$ cat src/rtl/button_sequencer.sv
// ============================================================================
// Module   : button_sequencer
// Brief    : Synchronises, debounces and arbitrates the clock-setting buttons
//            into one-cycle command strobes, with long-press auto-repeat.
// Revision : 1.0 - initial release
// ============================================================================
`default_nettype none

module button_sequencer #(
  parameter int CNT_W           = 25,
  parameter int DEBOUNCE_CYCLES = 1000000,
  parameter int HOLD_CYCLES     = 25000000,
  parameter int REPEAT_CYCLES   = 5000000
) (
  input  logic       clk,
  input  logic       rst,
  input  logic [2:0] msr,
  output logic [1:0] op,
  output logic       op_valid,
  output logic       pause
);

  localparam logic [CNT_W-1:0] c_DEB_LAST = CNT_W'(DEBOUNCE_CYCLES - 1);
  localparam logic [CNT_W-1:0] c_HOLD_LAST = CNT_W'(HOLD_CYCLES - 1);
  localparam logic [CNT_W-1:0] c_REP_LAST = CNT_W'(REPEAT_CYCLES - 1);
  localparam logic [CNT_W-1:0] c_CNT_ONE = CNT_W'(1);

  localparam logic [1:0] c_OP_NONE = 2'b00;
  localparam logic [1:0] c_OP_MIN  = 2'b01;
  localparam logic [1:0] c_OP_SEC  = 2'b10;
  localparam logic [1:0] c_OP_CLR  = 2'b11;

  typedef enum logic [2:0] {
    S_IDLE     = 3'd0,
    S_DEBOUNCE = 3'd1,
    S_FIRE     = 3'd2,
    S_HOLD     = 3'd3,
    S_REPEAT   = 3'd4,
    S_RELEASE  = 3'd5
  } state_t;

  logic [2:0]       r_sync1;
  logic [2:0]       r_ms;
  state_t           r_state;
  state_t           w_state_nx;
  logic [CNT_W-1:0] r_cnt;
  logic [CNT_W-1:0] w_cnt_nx;
  logic             r_rep;
  logic             w_rep_nx;
  logic [1:0]       r_key;
  logic [1:0]       w_key_nx;
  logic             w_key_held;
  logic [1:0]       r_op;
  logic             r_op_valid;
  logic             r_pause;

  always_ff @(posedge clk or posedge rst) begin
    if (rst) begin
      r_sync1 <= 3'b000;
      r_ms    <= 3'b000;
    end else begin
      r_sync1 <= msr;
      r_ms    <= r_sync1;
    end
  end

  // Only the button that won arbitration keeps the sequence alive.
  always_comb begin
    w_key_held = 1'b0;
    case (r_key)
      c_OP_CLR: w_key_held = r_ms[0];
      c_OP_MIN: w_key_held = r_ms[2];
      c_OP_SEC: w_key_held = r_ms[1];
      default:  w_key_held = 1'b0;
    endcase
  end

  always_comb begin
    w_state_nx = r_state;
    w_cnt_nx   = r_cnt;
    w_rep_nx   = r_rep;
    w_key_nx   = r_key;
    case (r_state)
      S_IDLE: begin
        if (r_ms != 3'b000) begin
          w_key_nx   = r_ms[0] ? c_OP_CLR : (r_ms[2] ? c_OP_MIN : c_OP_SEC);
          w_cnt_nx   = '0;
          w_rep_nx   = 1'b0;
          w_state_nx = S_DEBOUNCE;
        end
      end
      S_DEBOUNCE: begin
        if (!w_key_held) begin
          w_cnt_nx   = '0;
          w_state_nx = S_IDLE;
        end else if (r_cnt == c_DEB_LAST) begin
          w_cnt_nx   = '0;
          w_state_nx = S_FIRE;
        end else begin
          w_cnt_nx = r_cnt + c_CNT_ONE;
        end
      end
      S_FIRE: begin
        w_cnt_nx = '0;
        if (!w_key_held || (r_key == c_OP_CLR)) begin
          w_state_nx = S_RELEASE;
        end else if (!r_rep) begin
          w_state_nx = S_HOLD;
        end else begin
          w_state_nx = S_REPEAT;
        end
      end
      S_HOLD: begin
        if (!w_key_held) begin
          w_cnt_nx   = '0;
          w_state_nx = S_RELEASE;
        end else if (r_cnt == c_HOLD_LAST) begin
          w_cnt_nx   = '0;
          w_rep_nx   = 1'b1;
          w_state_nx = S_FIRE;
        end else begin
          w_cnt_nx = r_cnt + c_CNT_ONE;
        end
      end
      S_REPEAT: begin
        if (!w_key_held) begin
          w_cnt_nx   = '0;
          w_state_nx = S_RELEASE;
        end else if (r_cnt == c_REP_LAST) begin
          w_cnt_nx   = '0;
          w_state_nx = S_FIRE;
        end else begin
          w_cnt_nx = r_cnt + c_CNT_ONE;
        end
      end
      S_RELEASE: begin
        // Any button, not just the latched one, restarts the quiet period.
        if (r_ms != 3'b000) begin
          w_cnt_nx = '0;
        end else if (r_cnt == c_DEB_LAST) begin
          w_cnt_nx   = '0;
          w_state_nx = S_IDLE;
        end else begin
          w_cnt_nx = r_cnt + c_CNT_ONE;
        end
      end
      default: begin
        w_cnt_nx   = '0;
        w_state_nx = S_IDLE;
      end
    endcase
  end

  always_ff @(posedge clk or posedge rst) begin
    if (rst) begin
      r_state    <= S_IDLE;
      r_cnt      <= '0;
      r_rep      <= 1'b0;
      r_key      <= c_OP_NONE;
      r_op       <= c_OP_NONE;
      r_op_valid <= 1'b0;
      r_pause    <= 1'b0;
    end else begin
      r_state    <= w_state_nx;
      r_cnt      <= w_cnt_nx;
      r_rep      <= w_rep_nx;
      r_key      <= w_key_nx;
      // Outputs track the state being entered so they align with it.
      r_op_valid <= (w_state_nx == S_FIRE);
      r_op       <= (w_state_nx == S_FIRE) ? w_key_nx : c_OP_NONE;
      r_pause    <= (w_state_nx != S_IDLE);
    end
  end

  assign op       = r_op;
  assign op_valid = r_op_valid;
  assign pause    = r_pause;

endmodule

`default_nettype wire

$ cat config.mk
export PLATFORM = sky130hd
export DESIGN_NAME = button_sequencer
export DESIGN_NICKNAME = d
export VERILOG_FILES = /design/src/rtl/button_sequencer.sv
export SDC_FILE = /design/constraint.sdc
export NUM_CORES = 1
export LEC_CHECK = 0
export CAP_MARGIN = 20
export CORE_UTILIZATION = 55
export DETAILED_ROUTE_END_ITERATION = 10
export PLACE_DENSITY = 0.78
export SETUP_SLACK_MARGIN = 0.05
export SYNTH_ARGS = -nofsm -noshare
export SYNTH_HDL_FRONTEND = slang
export SYNTH_SLANG_ARGS = --single-unit
export TNS_END_PERCENT = 50
$ cat constraint.sdc
create_clock -name clk -period 3.5 [get_ports clk]
set_clock_uncertainty 0.2 [all_clocks]
set_input_delay 0.7 -clock clk [delete_from_list [all_inputs] [get_ports clk]]
set_output_delay 0.7 -clock clk [all_outputs]
set_load 0.02 [all_outputs]
**Word-level counts from Yosys, hierarchy flattened**

Cells that the tools add are included.
W data, S select, Z words.

- Logic and storage cells: 63
- Output and inout bits: 4
- Flip-flop bits (word level): 41
- Input bits: 5

- Reduce and logical (&&, ||, !) cells: 7
- $add $sub $neg: 1
- Muxes and demuxes: 31
- Equality and inequality tests: 15

Operator list:

| cell | count |
|---|---|
| $mux W25 | 8 |
| $pmux W25 S5 | 1 |
| $mux W3 | 11 |
| $add A25 B1 Y25 const B | 1 |
| $eq A25 B20 Y1 const B | 1 |
| $eq A25 B23 Y1 const B | 1 |
| $eq A25 B25 Y1 const B | 1 |
| $pmux W3 S6 | 1 |
| $mux W2 | 5 |
| $eq A3 B2 Y1 const B | 3 |
| $eq A3 B3 Y1 const B | 2 |
| $ne A2 B2 Y1 const B | 3 |
| $reduce_bool A3 Y1 | 2 |
| $eq A2 B2 Y1 const B | 2 |
| $reduce_and A4 Y1 | 1 |
| $eq A3 B1 Y1 const B | 1 |
| $logic_not A3 Y1 | 1 |
| $mux W1 | 3 |
| $pmux W1 S3 | 1 |
| $eq A2 B1 Y1 const B | 1 |
| $pmux W1 S2 | 1 |
| $reduce_bool A2 Y1 | 1 |
| $logic_not A1 Y1 | 1 |
| $logic_or A1 B1 Y1 | 1 |

**Depth between registers and ports, before layout**

Gate-level depths: netlist of run 1.

- Word-level depth: 8
- Gate-level depth with buffers: 9
- Mapped depth without buffers: 7

**Least setup slack after synthesis of run 1**

Ideal clock, no wire load.

- Kind: flip-flop to flip-flop
- From: register r_cnt[23]
- To: register r_pause, in the netlist pause
- Path slack: 0.974 ns
- Arrival: 2.194 ns
- Required time: 3.168 ns
- Clock period less this slack: 2.526 ns
- Buffers on the path: 0
- Setup time: 0.132 ns
- Cell stages (with the launch flop): 7
- Path through: dfrtp_1 -> or4_4 -> nor4_4 -> and3_2 -> nor2b_2 -> or3_4 -> or3b_1

- Word-level cells in the longest chain between the ends: 5
- Elaborated cells on any way between the ends: 13
- Those cells by class: eq/ne (3); mux (9); reduce/logical (1)

RTL lines:

| what | line | RTL |
|---|---|---|
| from (decl) | 46 | `logic [CNT_W-1:0] r_cnt;` |
| from (signal assigned) | 165 | `r_cnt <= w_cnt_nx;` |
| $eq A25 B20 Y1 (tied with other cells) | 96, 140 |  |
| $mux W3, on equally long branches (2 in a row) | n/a |  |
| $pmux W3 S6 (*) | 83 | `case (r_state)` |
| $reduce_bool A3 Y1 (*) | 171 | `r_pause <= (w_state_nx != S_IDLE);` |
| to (signal assigned) | 171 |  |
| to (decl) | 55 | `logic r_pause;` |

Every way passes the cells marked *; elsewhere a longest branch is shown, timed or not.
A chain may end at the register's enable or synchronous reset.

**Final worst setup path of run 1**

- From: register r_cnt[23]
- To: register r_cnt[3]

- Word-level cells in the longest chain between the ends: 4
- Elaborated cells on any way between the ends: 11
- Those cells by class: eq/ne (3); mux (8)

RTL lines:

| what | line |
|---|---|
| $eq A25 B20 Y1 (tied with other cells) | 96, 140 |
| $mux W25, on equally long branches (2 in a row) | n/a |
| $pmux W25 S5 (*) | 83 |

Marks and branches as above.

==> results of run 1 <==
kinds of logic after synthesis:
group | after synthesis | synth area share [%]
simple gates | 116 | 29.4
xor+xnor | 2 | 0.788
mux | 3 | 1.41
compound gates | 63 | 18.9
flops | 41 | 46.1
buf+inv | 16 | 2.87
fa+ha+maj | 1 | 0.562
synthesized netlist by cell type (3+ instances only):
cell	number
dfrtp_1	41
nand2_1	25
nand2b_1	3
or3_1	4
o211ai_1	3
o21ai_0	18
inv_1	7
nand4_1	4
buf_2	3
o221ai_1	10
and2_1	3
a21oi_1	9
nor3_1	18
o31ai_1	12
clkbuf_1	6
and3_1	5
nor4_1	3
nand3_1	13
nor2_1	14
stage by stage:
| step | cells | total power [µW] | util (%) | hold WS [ns] | instance area (µm²) |
|---|---|---|---|---|---|
| after detailed placement | 295 | 898 | 62.9 | 0.136 | 2370 |
| after floorplan | 242 | 795 | - | 0.131 | 2220 |
| final | 303 | 1220 | 65.5 | 0.151 | 2470 |
| after global routing | 303 | 1290 | 65.5 | 0.164 | 2470 |
| after CTS | 303 | 1220 | 65.5 | 0.154 | 2470 |
| after global placement | 295 | 891 | 62.9 | 0.134 | 2370 |
routing by layer:
layer | track usage [%] | share of wire [%] | up-vias
li1 | - | - | 940
met1 | 37.0 | 46 | 943
met2 | 40.7 | 47 | 69
met3 | 8.16 | 6.0 | 5
met4 | 9.24 | 1.1 | 0
met5 | 0 | 0 | -
cell usage in the layout (no fill, tap or decap), types with 2 or more instances in the layout:
master / count
dfrtp_1: 41
nand2_1: 25
nor3_1: 18
o21ai_0: 18
nor2_1: 14
nand3_1: 13
o31ai_1: 12
o221ai_1: 10
a21oi_1: 9
clkdlybuf4s50_1: 8
inv_1: 7
clkbuf_8: 6
buf_4: 6
and3_1: 5
or3_1: 4
nand4_1: 4
nand2b_1: 3
nor4_1: 3
and2_1: 3
o211ai_1: 3
mux2i_1: 2
nand3b_1: 2
nand4b_1: 2
nor2b_1: 2
and3_2: 2
nor2_2: 2
xor2_1: 2
nor3b_1: 2
a41oi_1: 2
where the power goes:
part	leakage [µW]	total [µW]	internal [µW]	switching, µW
clock	0.0000512	329	160	169
sequential	0.000546	559	510	49.0
combinational	0.000397	332	117	215
total	0.000993	1220	786	433
flip-flops by register name, summed over array words and instances (netlist names):
register and flops:
r_cnt 25, r_ms 3, r_state 3, r_sync1 3, op 2, r_key 2, op_valid 1, pause 1
r_rep 1
worst max-delay path, cell delays in order (launching register included):
cell     delay [ns]
dfrtp_1        0.41
or4_4          0.56
nor4_4         0.32
and4b_2        0.31
o22ai_1        0.12
nor2_2         0.60
o21ai_0        0.19
area by class of cell:
type / count / area share, %
flip-flops and latches: 41 / 41.6
repair buffers: 14 / 5.07
clock buffers: 6 / 3.35
clock inverters: 2 / 0.558
inverters: 7 / 1.06
well taps: 48 / 2.43
multi-input cells: 185 / 46.0
final timing paths:
path	from	depth (start not counted)	to	slack, ns
setup / recovery	r_cnt[23]$_DFFE_PP0N_	6	r_cnt[3]$_DFFE_PP0N_	0.64
hold / removal	r_sync1[0]$_DFF_PP0_	0	r_ms[0]$_DFF_PP0_	0.15
setup reg to reg	r_cnt[23]$_DFFE_PP0N_	6	r_cnt[3]$_DFFE_PP0N_	0.64
hold reg to reg	r_sync1[0]$_DFF_PP0_	0	r_ms[0]$_DFF_PP0_	0.15
max in group asynchronous	rst	3	r_cnt[21]$_DFFE_PP0N_	2.13
min in group asynchronous	rst	3	r_cnt[5]$_DFFE_PP0N_	0.61
==> results.yml, run 1 <==
cells_and_area:
  drive_gt1_share_pct: 10.2
  regArea_um2: 1030
  fin_nets: 260
  syn2layout_area_growth_pct: 11.0
  multi_input_area_um2: 1130
  diodes: 0
  fillers: 306
place:
  preCtsSetupSlack_ns: 0.662
  port_buffers: 8
  place_congestion: 0.911
  dp_hpwl_mm: 3.38
routing:
  drt-pass1-iter-count: 5
  vias: 1957
  vias_per_cell: 6.46
  wirelength_mm: 4.95
  drc: 0
  drt_iter0_drc: 186
  ant_nets: 0
  post_drt_wl_per_cell_um: 16.3
die:
  die-area_um2: 4300
  boundaryPins: 9
  core_area_um2: 3770
  initial_utilization_pct: 59.0
  die_w_um: 65.6
  rows: 22
  die_h_um: 65.6
sta:
  fmax_mhz: 349
  rsz0062_at_grt: "false"
  period_share_pct: 81.8
  finalHoldViolCount: 0
  setup_viol: 0
  slew_headroom_pct: 37.0
  min_period_ns: 2.86
  maxSlewViolCount: 0
  setup_ws_ns: 0.635
  fin_setup_tns_ns: 0
  worstMarginPinSlew_ns: 0.939
cts:
  clockBufferDepth: 2
  cts_setup_buffers: 0
  numCtsBuffers: 5
  tritoncts: "done"
  cts_sinks: 41
  h-tree-depth: 2
  cts_hold_buffers: 0
  root_buffer: "clkbuf_8"
  insertion_delay_ns: 0.30
  cts-resized-gates: 0
  clk_pin_slew_ns: 0.08
synth:
  synth-seq-area-share_pct: 46.1
  synth_ff_type: "dfrtp_1"
  async_reset_ff_share_pct: 100
  synth-seq-cells: 41
  syn_inst: 242
  ys_top_cells_by_area: "dfrtp_1 46%, nand2_1 4.2%, nor3_1 4.0%"
  synth_top_area_share_pct: 46.1
  syn_area_per_cell_um2: 9.19
  ys_types: 51
  syn_nets: 248
  synth_top_area_cell: "dfrtp_1"
  netlist_area_um2: 2220
  synth_edf_count: 0
  yosys_warnings: 0
global_route:
  grt_first_pass_wirelength_mm: 8.67
  grt_pass1_vias: 1839
  grt_max_degree: 42
  antenna_found_initial: 0
  grt_util_all_layers_pct: 27.1
  gr-total-overflow: 0
worst_setup_path:
  start_kind: "register"
  worstPathMaxFanout: 17
  end_kind: "register"
  cp.arrival_ns: 2.82
  required_ns: 3.45
  critical_path_class: "register to register"
flow_run:
  cap_viol_max_count: 0
pwr:
  p_leak_uw: 0.000993
  max-vdd-ir-drop_mv: 0.284
  p_per_area_nw_per_um2: 494
run_status:
  outcome: "completed"
hold_path:
  min_path_type: "register to register"
Power figures use the tool's default switching activity.
==> inputs of run 2 (changes only) <==
==> constraint.sdc (replaced) <==
create_clock -name clk -period 2.8 [get_ports clk]
set_clock_uncertainty 0.2 [all_clocks]
set_input_delay 0.56 -clock clk [delete_from_list [all_inputs] [get_ports clk]]
set_output_delay 0.56 -clock clk [all_outputs]
set_load 0.02 [all_outputs]
==> run 2 against run 1 <==
Design area is 2.4% higher. Largest power group unchanged. Critical path depth stayed put. Die area stayed put. Via count is 0.92% higher. Largest cell class unchanged. Sequential power is 24% higher. Non-clock buffer count is 8 higher. First-iteration DRC count is 25% higher. Wire length is 1.2% higher. Sequential cell count stayed put. Combinational power is 39% higher. Power is 27% higher. Setup slack worse by 0.50 ns.
==> results.yml, run 2 (synthesis results as in run 1) <==
cts:
  clockBufferDepth: 2
  numCtsBuffers: 5
  root_buffer: "clkbuf_8"
  cts_hold_buffers: 0
  h-tree-depth: 2
  insertion_delay_ns: 0.30
  tritoncts: "done"
  clk_pin_slew_ns: 0.08
  cts_setup_buffers: 0
  cts_sinks: 41
pwr:
  p_clk_share_pct: 25.2
  power.internal_uw: 995
  p_seq_share_pct: 45.0
  finalPower_uw: 1540
  p_sw_uw: 548
  p_leak_uw: 0.00102
  p_per_area_nw_per_um2: 610
  max-vdd-ir-drop_mv: 0.330
  switching_share_pct: 35.5
  p_comb_share_pct: 29.8
worst_setup_path:
  ff2ff_setup_slack_ns: 0.14
  worstPathMaxFanout: 4
  ff2ff_path_depth: 6
  required_ns: 2.78
  r2r-end: "pause$_DFF_PP0_"
  critical_path_class: "register to register"
  start_kind: "register"
  cp.arrival_ns: 2.64
  end_kind: "register"
  r2r-start: "r_cnt[23]$_DFFE_PP0N_"
hold_path:
  whs_endpoint: "r_ms[0]$_DFF_PP0_"
  whs_path_depth: 0
  min_path_type: "register to register"
  hold_path.startpoint: "r_sync1[0]$_DFF_PP0_"
routing:
  ant_nets: 0
  post_drt_wl_per_cell_um: 16.1
  drt-pass1-iter-count: 6
  vias_per_cell: 6.35
  drt_iter0_drc: 232
  vias: 1975
  drc: 0
  wirelength_mm: 5.02
sta:
  worstMarginPinSlew_ns: 0.576
  finalHoldViolCount: 0
  fin_setup_tns_ns: 0
  hold_ws_ns: 0.150
  maxSlewViolCount: 0
  fmax_mhz: 376
  setup_viol: 0
  min_period_ns: 2.66
  slew_headroom_pct: 61.2
  rsz0062_at_grt: "true"
  period_share_pct: 95.0
die:
  die-area_um2: 4300
  rows: 22
  initial_utilization_pct: 59.0
  boundaryPins: 9
  core_area_um2: 3770
  die_w_um: 65.6
  die_h_um: 65.6
cells_and_area:
  largest-register: "r_cnt"
  diodes: 0
  syn2layout_area_growth_pct: 13.7
  drive_gt1_share_pct: 12.9
  largest_reg_flops: 25
  final_common_cell: "dfrtp_1"
  design_area_um2: 2530
  layout_common_cells: "41 x dfrtp_1, 25 x nand2_1, 18 x nor3_1, 18 x o21ai_0"
  fin_nets: 268
place:
  dpl_cell_area_um2: 2430
  place_congestion: 0.851
  port_buffers: 8
  dp_hpwl_mm: 3.53
global_route:
  antenna_found_initial: 0
  grt_pass1_vias: 1813
  grt_max_degree: 42
  gr-total-overflow: 0
  grt_util_all_layers_pct: 26.6
  grt_first_pass_wirelength_mm: 8.58
flow_run:
  cap_viol_max_count: 0
run_status:
  outcome: "completed"
run 2: changes by cell type in the layout (fill, tap and decap cells not counted), sizes merged:
cell and change:
clkbuf -1, clkinvlp +3, buf +8, clkinv -2
run 2: cell type report:
class | count | area (µm²)
fill | 295 | 1240
multi-input combinational | 185 | 1140
sequential | 41 | 1030
timing repair buffer | 22 | 185
clock buffer | 5 | 68.8
tap | 48 | 60.1
inverter | 7 | 26.3
clock inverter | 3 | 22.5
run 2: worst max-delay path by stage:
stage	start	endpoint	slack [ns]	cells after the start
finish	r_cnt[23]$_DFFE_PP0N_	pause$_DFF_PP0_	0.14	6
global route	r_cnt[23]$_DFFE_PP0N_	pause$_DFF_PP0_	0.03	6
CTS	r_cnt[23]$_DFFE_PP0N_	pause$_DFF_PP0_	0.15	6
detailed placement	r_cnt[23]$_DFFE_PP0N_	pause$_DFF_PP0_	0.16	6
global placement	r_cnt[23]$_DFFE_PP0N_	pause$_DFF_PP0_	0.23	6
floorplan	r_cnt[23]$_DFFE_PP0N_	pause$_DFF_PP0_	0.27	6
run 2: power by group through the flow:
stage          sequential, µW  combinational, µW  clock [µW]
2_1_floorplan             690                304           0
3_3_place_gp              704                446           0
3_5_place_dp              706                450           0
4_1_cts                   695                454         400
5_1_grt                   706                515         424
6_report                  694                460         389
run 2: per-stage QoR:
stage	utilization, %	setup WS, ns	std cells
floorplan	-	0.274	242
global placement	64.5	0.226	303
detailed placement	64.5	0.159	303
CTS	66.9	0.147	311
global route	67.1	0.0284	311
finish	67.1	0.139	311
run 2: metal layers:
| metal | part of all wire (%) | routed length [µm] | vias to the layer above | GRT usage [%] |
|---|---|---|---|---|
| met3 | 6.1 | 304 | 6 | 5.56 |
| met1 | 47 | 2360 | 937 | 37.8 |
| met4 | 1.1 | 55 | 0 | 7.34 |
| met5 | 0 | 0 | - | 0 |
| met2 | 46 | 2300 | 76 | 40.9 |
| li1 | - | - | 956 | - |
run 2: worst max-delay path, cell delays in order, from the launching register on:
cell,delay (ns)
dfrtp_1,0.42
or4_4,0.57
nor4_4,0.30
and3_2,0.27
nor2b_2,0.06
or3_4,0.38
or3b_1,0.35
run 2: what timing repair did:
action,4_1_cts,5_1_grt
hold endpoints to repair,0,0
resized for setup,0,1
setup endpoints to repair,0,4
